--- src/rtl/accel_cmd_issuer_if.sv ---
// Core-side command/result handshake bundle for the crypto accelerator
// command issuer. Signal suffixes are from the issuer's point of view.
interface accel_cmd_issuer_if #(
  parameter int unsigned DATA_W = 128
);
  // Command channel from the custom-instruction decode stage.
  logic              cmd_valid_i;
  logic [1:0]        cmd_op_i;
  logic [DATA_W-1:0] cmd_data_i;
  logic              cmd_ready_o;

  // Result channel to writeback.
  logic              res_valid_o;
  logic              res_ready_i;
  logic [DATA_W-1:0] res_data_o;
  logic              res_err_o;

  // Core side: issues commands, consumes results.
  modport master (
    output cmd_valid_i, cmd_op_i, cmd_data_i, res_ready_i,
    input  cmd_ready_o, res_valid_o, res_data_o, res_err_o
  );

  // Issuer side.
  modport slave (
    input  cmd_valid_i, cmd_op_i, cmd_data_i, res_ready_i,
    output cmd_ready_o, res_valid_o, res_data_o, res_err_o
  );
endinterface

--- src/rtl/accel_cmd_issuer.sv ---
// Command issuer between the core's custom-instruction stage and the 128-bit
// crypto accelerator: sequences key-load / encrypt / decrypt strobes, holds the
// operand on the accelerator input, captures the result and returns it through
// a valid/ready handshake. A saturating timeout turns a hung accelerator into
// an error response.
module accel_cmd_issuer #(
  parameter int unsigned DATA_W         = 128,
  parameter int unsigned TIMEOUT_CYCLES = 255
) (
  input  logic                 clk,
  input  logic                 rst,
  accel_cmd_issuer_if.slave    cmd_if,
  output logic                 busy_o,
  output logic                 acc_load_key_o,
  output logic                 acc_start_enc_o,
  output logic                 acc_start_dec_o,
  output logic [DATA_W-1:0]    acc_data_o,
  input  logic                 acc_ready_i,
  input  logic                 acc_done_i,
  input  logic                 acc_rf_en_i,
  input  logic [DATA_W-1:0]    acc_data_i
);

  localparam int unsigned     CNT_W    = $clog2(TIMEOUT_CYCLES + 1);
  localparam logic [CNT_W-1:0] CNT_MAX  = CNT_W'(TIMEOUT_CYCLES);
  // BUSY is left on the edge at which the counter would reach TIMEOUT_CYCLES,
  // so exactly TIMEOUT_CYCLES cycles are spent in BUSY.
  localparam logic [CNT_W-1:0] CNT_LAST = CNT_W'(TIMEOUT_CYCLES - 1);

  typedef enum logic [2:0] {
    S_IDLE,
    S_WAIT_RDY,
    S_ISSUE,
    S_BUSY,
    S_RESP
  } state_e;

  typedef enum logic [1:0] {
    OP_LOAD_KEY = 2'b00,
    OP_ENCRYPT  = 2'b01,
    OP_DECRYPT  = 2'b10,
    OP_ILLEGAL  = 2'b11
  } op_e;

  state_e            state_q, state_d;
  op_e               op_q, op_d;
  logic [DATA_W-1:0] opnd_q, opnd_d;
  logic [DATA_W-1:0] res_q, res_d;
  logic              err_q, err_d;
  logic [CNT_W-1:0]  cnt_q, cnt_d;

  logic              cmd_ready;
  logic              res_valid;
  logic              timeout_hit;

  assign timeout_hit = (cnt_q >= CNT_LAST);

  // Next-state, register-update and Moore output decode for the command FSM.
  always_comb begin
    // NOTE: every signal written here gets a default first, so no path leaves one unassigned and no latch is inferred.
    state_d         = state_q;
    op_d            = op_q;
    opnd_d          = opnd_q;
    res_d           = res_q;
    err_d           = err_q;
    cnt_d           = cnt_q;
    cmd_ready       = 1'b0;
    res_valid       = 1'b0;
    busy_o          = 1'b1;
    acc_load_key_o  = 1'b0;
    acc_start_enc_o = 1'b0;
    acc_start_dec_o = 1'b0;
    acc_data_o      = '0;

    case (state_q)
      S_IDLE: begin
        cmd_ready = 1'b1;
        busy_o    = 1'b0;
        if (cmd_if.cmd_valid_i) begin
          op_d    = op_e'(cmd_if.cmd_op_i);
          opnd_d  = cmd_if.cmd_data_i;
          state_d = acc_ready_i ? S_ISSUE : S_WAIT_RDY;
        end
      end

      S_WAIT_RDY: begin
        if (acc_ready_i) state_d = S_ISSUE;
      end

      S_ISSUE: begin
        acc_data_o = opnd_q;
        case (op_q)
          OP_LOAD_KEY: begin
            acc_load_key_o = 1'b1;
            state_d        = S_IDLE;
          end
          OP_ENCRYPT: begin
            acc_start_enc_o = 1'b1;
            state_d         = S_BUSY;
            cnt_d           = '0;
            res_d           = '0;
            err_d           = 1'b0;
          end
          OP_DECRYPT: begin
            acc_start_dec_o = 1'b1;
            state_d         = S_BUSY;
            cnt_d           = '0;
            res_d           = '0;
            err_d           = 1'b0;
          end
          default: begin
            // Illegal opcode: no strobe, straight to an error response.
            state_d = S_RESP;
            res_d   = '0;
            err_d   = 1'b1;
          end
        endcase
      end

      S_BUSY: begin
        acc_data_o = opnd_q;
        if (cnt_q != CNT_MAX) cnt_d = cnt_q + 1'b1;
        if (acc_rf_en_i) res_d = acc_data_i;
        // Completion takes priority over a timeout landing in the same cycle.
        if (acc_done_i) begin
          state_d = S_RESP;
          err_d   = 1'b0;
        end else if (timeout_hit) begin
          state_d = S_RESP;
          res_d   = '0;
          err_d   = 1'b1;
        end
      end

      S_RESP: begin
        res_valid = 1'b1;
        if (cmd_if.res_ready_i) state_d = S_IDLE;
      end

      default: begin
        state_d = S_IDLE;
      end
    endcase
  end

  // State and datapath registers with synchronous reset.
  always_ff @(posedge clk) begin
    // NOTE: state registers use non-blocking assignments so every flop samples pre-edge values regardless of statement order.
    if (rst) begin
      state_q <= S_IDLE;
      op_q    <= OP_LOAD_KEY;
      opnd_q  <= '0;
      res_q   <= '0;
      err_q   <= 1'b0;
      cnt_q   <= '0;
    end else begin
      state_q <= state_d;
      op_q    <= op_d;
      opnd_q  <= opnd_d;
      res_q   <= res_d;
      err_q   <= err_d;
      cnt_q   <= cnt_d;
    end
  end

  assign cmd_if.cmd_ready_o = cmd_ready;
  assign cmd_if.res_valid_o = res_valid;
  assign cmd_if.res_data_o  = res_q;
  assign cmd_if.res_err_o   = err_q;

endmodule

--- src/flat_wrapper.sv ---
// flat-port wrapper written by rule: the top's interface ports become plain ports
module accel_cmd_issuer_flat 
#(
  parameter int unsigned DATA_W         = 128,
  parameter int unsigned TIMEOUT_CYCLES = 255
)
  (clk, rst, busy_o, acc_load_key_o, acc_start_enc_o, acc_start_dec_o, acc_data_o, acc_ready_i, acc_done_i, acc_rf_en_i, acc_data_i, cmd_if_cmd_valid_i, cmd_if_cmd_op_i, cmd_if_cmd_data_i, cmd_if_res_ready_i, cmd_if_cmd_ready_o, cmd_if_res_valid_o, cmd_if_res_data_o, cmd_if_res_err_o);
  accel_cmd_issuer_if #(.DATA_W(DATA_W)) cmd_if_i ();
  input  logic clk;
  input  logic rst;
  output logic busy_o;
  output logic acc_load_key_o;
  output logic acc_start_enc_o;
  output logic acc_start_dec_o;
  output logic [DATA_W-1:0] acc_data_o;
  input  logic acc_ready_i;
  input  logic acc_done_i;
  input  logic acc_rf_en_i;
  input  logic [DATA_W-1:0] acc_data_i;
  input wire logic [$bits(cmd_if_i.cmd_valid_i)-1:0] cmd_if_cmd_valid_i;
  input wire logic [$bits(cmd_if_i.cmd_op_i)-1:0] cmd_if_cmd_op_i;
  input wire logic [$bits(cmd_if_i.cmd_data_i)-1:0] cmd_if_cmd_data_i;
  input wire logic [$bits(cmd_if_i.res_ready_i)-1:0] cmd_if_res_ready_i;
  output wire logic [$bits(cmd_if_i.cmd_ready_o)-1:0] cmd_if_cmd_ready_o;
  output wire logic [$bits(cmd_if_i.res_valid_o)-1:0] cmd_if_res_valid_o;
  output wire logic [$bits(cmd_if_i.res_data_o)-1:0] cmd_if_res_data_o;
  output wire logic [$bits(cmd_if_i.res_err_o)-1:0] cmd_if_res_err_o;
  assign cmd_if_i.cmd_valid_i = cmd_if_cmd_valid_i;
  assign cmd_if_i.cmd_op_i = cmd_if_cmd_op_i;
  assign cmd_if_i.cmd_data_i = cmd_if_cmd_data_i;
  assign cmd_if_i.res_ready_i = cmd_if_res_ready_i;
  assign cmd_if_cmd_ready_o = cmd_if_i.cmd_ready_o;
  assign cmd_if_res_valid_o = cmd_if_i.res_valid_o;
  assign cmd_if_res_data_o = cmd_if_i.res_data_o;
  assign cmd_if_res_err_o = cmd_if_i.res_err_o;
  accel_cmd_issuer #(.DATA_W(DATA_W), .TIMEOUT_CYCLES(TIMEOUT_CYCLES)) u_core (.clk(clk), .rst(rst), .cmd_if(cmd_if_i), .busy_o(busy_o), .acc_load_key_o(acc_load_key_o), .acc_start_enc_o(acc_start_enc_o), .acc_start_dec_o(acc_start_dec_o), .acc_data_o(acc_data_o), .acc_ready_i(acc_ready_i), .acc_done_i(acc_done_i), .acc_rf_en_i(acc_rf_en_i), .acc_data_i(acc_data_i));
endmodule
--- config.mk ---
export PLATFORM = sky130hd
export DESIGN_NAME = accel_cmd_issuer_flat
export DESIGN_NICKNAME = d
export VERILOG_FILES = /design/src/rtl/accel_cmd_issuer_if.sv /design/src/rtl/accel_cmd_issuer.sv /design/src/flat_wrapper.sv
export SDC_FILE = /design/constraint.sdc
export NUM_CORES = 1
export LEC_CHECK = 0
export ABC_AREA = 1
export BUFFER_PORTS_ARGS = -buffer_cell sky130_fd_sc_hd__clkbuf_2
export CORE_AREA = 2 2 203 205
export CTS_CLUSTER_DIAMETER = 60
export DETAILED_ROUTE_END_ITERATION = 16
export DIE_AREA = 0 0 205 207
export GPL_TIMING_DRIVEN = 1
export SYNTH_ARGS = -nofsm -noshare
export SYNTH_HDL_FRONTEND = slang
export SYNTH_SLANG_ARGS = --single-unit
--- constraint.sdc ---
create_clock -name clk -period 2.8 [get_ports clk]
set_input_delay 0.28 -clock clk [delete_from_list [all_inputs] [get_ports clk]]
set_output_delay 0.28 -clock clk [all_outputs]
set_load 0.02 [all_outputs]
==> results_dict.tcl <==
set metrics [dict create \
    outcome "complete, no violations" \
    cp-startpoint "u_core.state_q[2]" \
    post_cts_buffers 0 \
    initialDrtViolationCount 695 \
    p_leak_nw 7.52 \
    synthTopCellsByCount "dfxtp_1 (270), a21oi_1 (266), nand2_1 (157)" \
    crit_path_start_kind "flop" \
    tightest_slew_ns 0.813 \
    clk_path_buf_depth 3 \
    cts_sinks 270 \
    ys_seq_area_share_pct 44.6 \
    dieArea_um2 42400 \
    swShare_pct 36.1 \
    gr-total-overflow 0 \
    arrival_ns 2.11 \
    skew_ns 0.0206 \
    fin_area_um2 17200 \
    routedWlPerCell_um 15.2 \
    vdd_ir_drop_max_uv 604 \
    yosys_most_used_dff "dfxtp_1" \
    synthDistinctLibCells 25 \
    antenna_found_initial 3 \
    hold_violations 0 \
    grtUsageTotal_pct 18.0 \
    synth_cells 1548 \
    ys_ff_latch 270 \
    async_reset_ff_share_pct 0 \
    grt_pass1_wl_um 62300 \
    final-setup-viol-count 0 \
    cts.root.buffer_cell "clkbuf_16" \
    synth.avg_cell_area_um2 7.83 \
    grt_max_degree 133 \
    rsz0062_at_grt "no" \
    cap_violations 0 \
    cellInternalPower_w 0.00833 \
    fp.coreArea_um2 40400 \
    die_width_um 205 \
    synth_top_area_share_pct 44.6 \
    path_clk_slew_ns 0.06 \
    io_buffer_count 527 \
    htree_levels 1 \
    antenna_left 0 \
    grt_pass1_vias 11700 \
    fmax_mhz 418 \
    routed_wl_um 40500 \
    holdCritStartpoint "cmd_if_cmd_op_i[0]" \
    required_ns 2.52 \
    fp.dieH_um 207 \
    place_area_um2 15000 \
    syn2layout_area_growth_pct 41.8 \
    synth-warning-count 0 \
    cts_made_buffers 31 \
    drive_above_1_share_pct 34.4 \
    power.density_nw_per_um2 758 \
    power.switching_w 0.00471 \
    timing.rr.start "u_core.state_q[1]" \
    fin_crit_sh_pct 85.4 \
    pwr-share-seq_pct 37.6 \
    dp_hpwl_um 27700 \
    synth_enable_flop_cells 0 \
    yosysMostFrequentCell "dfxtp_1" \
    syn_nets 1819 \
    via_per_inst 4.71 \
    synth_area_um2 12100 \
    synth_area_leaders "dfxtp_1 (45%), mux2_2 (12%), a21oi_1 (11%)" \
    path_max_fanout 129 \
    start_util_pct 30.0 \
    cts-resized-gates 0 \
    nNetsFinal 2386 \
    rows 74 \
    finalSetupTns_ns 0 \
    place.gp.congestion 0.849 \
    power.share.clock_pct 30.1 \
    min_path_type "input pin to flop" \
    dr.pass1.iters 5 \
    crit_type "flop to output port" \
    synth_top_area_cell "dfxtp_1" \
    power_frac_comb_pct 32.2 \
    period_needed_ns 2.39 \
    dr_total_vias 12600 \
    tritoncts "built" \
    drc 0 \
    endpoint_kind "output port" \
    hold_buffers 115 \
    relSlewSlack_pct 45.8 \
    slew_viol_final 0 \
    ios 528 \
    clock_latency_ns 0.57 \
]
[metrics by stage]
step	power (W)	setup WS [ns]	util, %	hold slack (ns)	std cells
global placement	0.00894	0.912	37.3	0.440	2499
global route	0.0138	0.331	42.6	0.0261	2668
finish	0.0130	0.410	42.6	0.0131	2669
detailed placement	0.00905	0.856	37.3	0.444	2499
floorplan	0.00790	1.31	-	0.430	1548
CTS	0.0132	0.457	42.6	0.000212	2667
[critical path, stage by stage (launching register included)]
cell      delay [ns]
dfxtp_1         0.42
inv_2           0.11
nand2_4         0.09
buf_12          0.36
nor2_1          0.15
clkbuf_2        0.21
[layout make-up]
class,instances,area (µm²)
Tap cell,532,666
Fill cell,4041,23200
Timing Repair Buffer,661,4050
Clock inverter,7,77.6
Inverter,154,584
Antenna cell,2,5.00
Sequential cell,270,5410
Multi-Input combinational cell,997,5490
Clock buffer,46,912
[flip-flops by register name, summed over array words and instances (netlist names)]
name / cells
u_core.opnd_q: 128
u_core.cmd_if.res_err_o: 1
u_core.op_q: 2
u_core.cmd_if.res_data_o: 128
u_core.state_q: 3
u_core.cnt_q: 8
[layer usage]
metal | GRT usage, % | routed length, µm
met4 | 9.48 | 1920
met2 | 30.3 | 19300
met1 | 20.8 | 15900
met5 | 0 | 0
met3 | 4.59 | 3400
[cells in the final DEF (no fill, tap or decap), types with 7 or more instances in the layout]
master and count:
clkbuf_1 7, buf_4 12, nor2_1 151, nand2_1 157, dfxtp_1 270, buf_12 9
clkbuf_16 31, nand3_1 138, dlygate4sd3_1 115, o21ai_1 103, clkbuf_8 8, clkbuf_2 525
a21oi_1 266, o21ai_0 34, inv_1 146, mux2_2 128
[power by group through the flow]
stage          Combinational [W]  Sequential [W]  Clock [W]
2_1_floorplan            0.00288         0.00502          0
3_3_place_gp             0.00398         0.00496          0
3_5_place_dp             0.00406         0.00498          0
4_1_cts                  0.00421         0.00491    0.00404
5_1_grt                  0.00467         0.00499    0.00418
6_report                 0.00420         0.00491    0.00393
[final timing paths]
path	slack, ns	end	cells past startpoint
worst min-delay path	0.01	u_core.op_q[0]	3
worst max-delay path	0.41	acc_data_o[125]	5
worst min register to register	0.45	u_core.opnd_q[120]	2
worst max register to register	0.82	u_core.opnd_q[86]	7
[kinds of logic after synthesis]
group	after synthesis	share of synthesized area [%]
AOI/OAI and AO/OA	404	16.7
xor gates and xnor gates	1	0.0723
DFF	270	44.6
and+or+nand+nor	458	15.9
buffers and inverters	281	10.2
adders and majority gates	6	0.619
muxes	128	11.9
No activity file was read; power rests on OpenSTA's default activity.
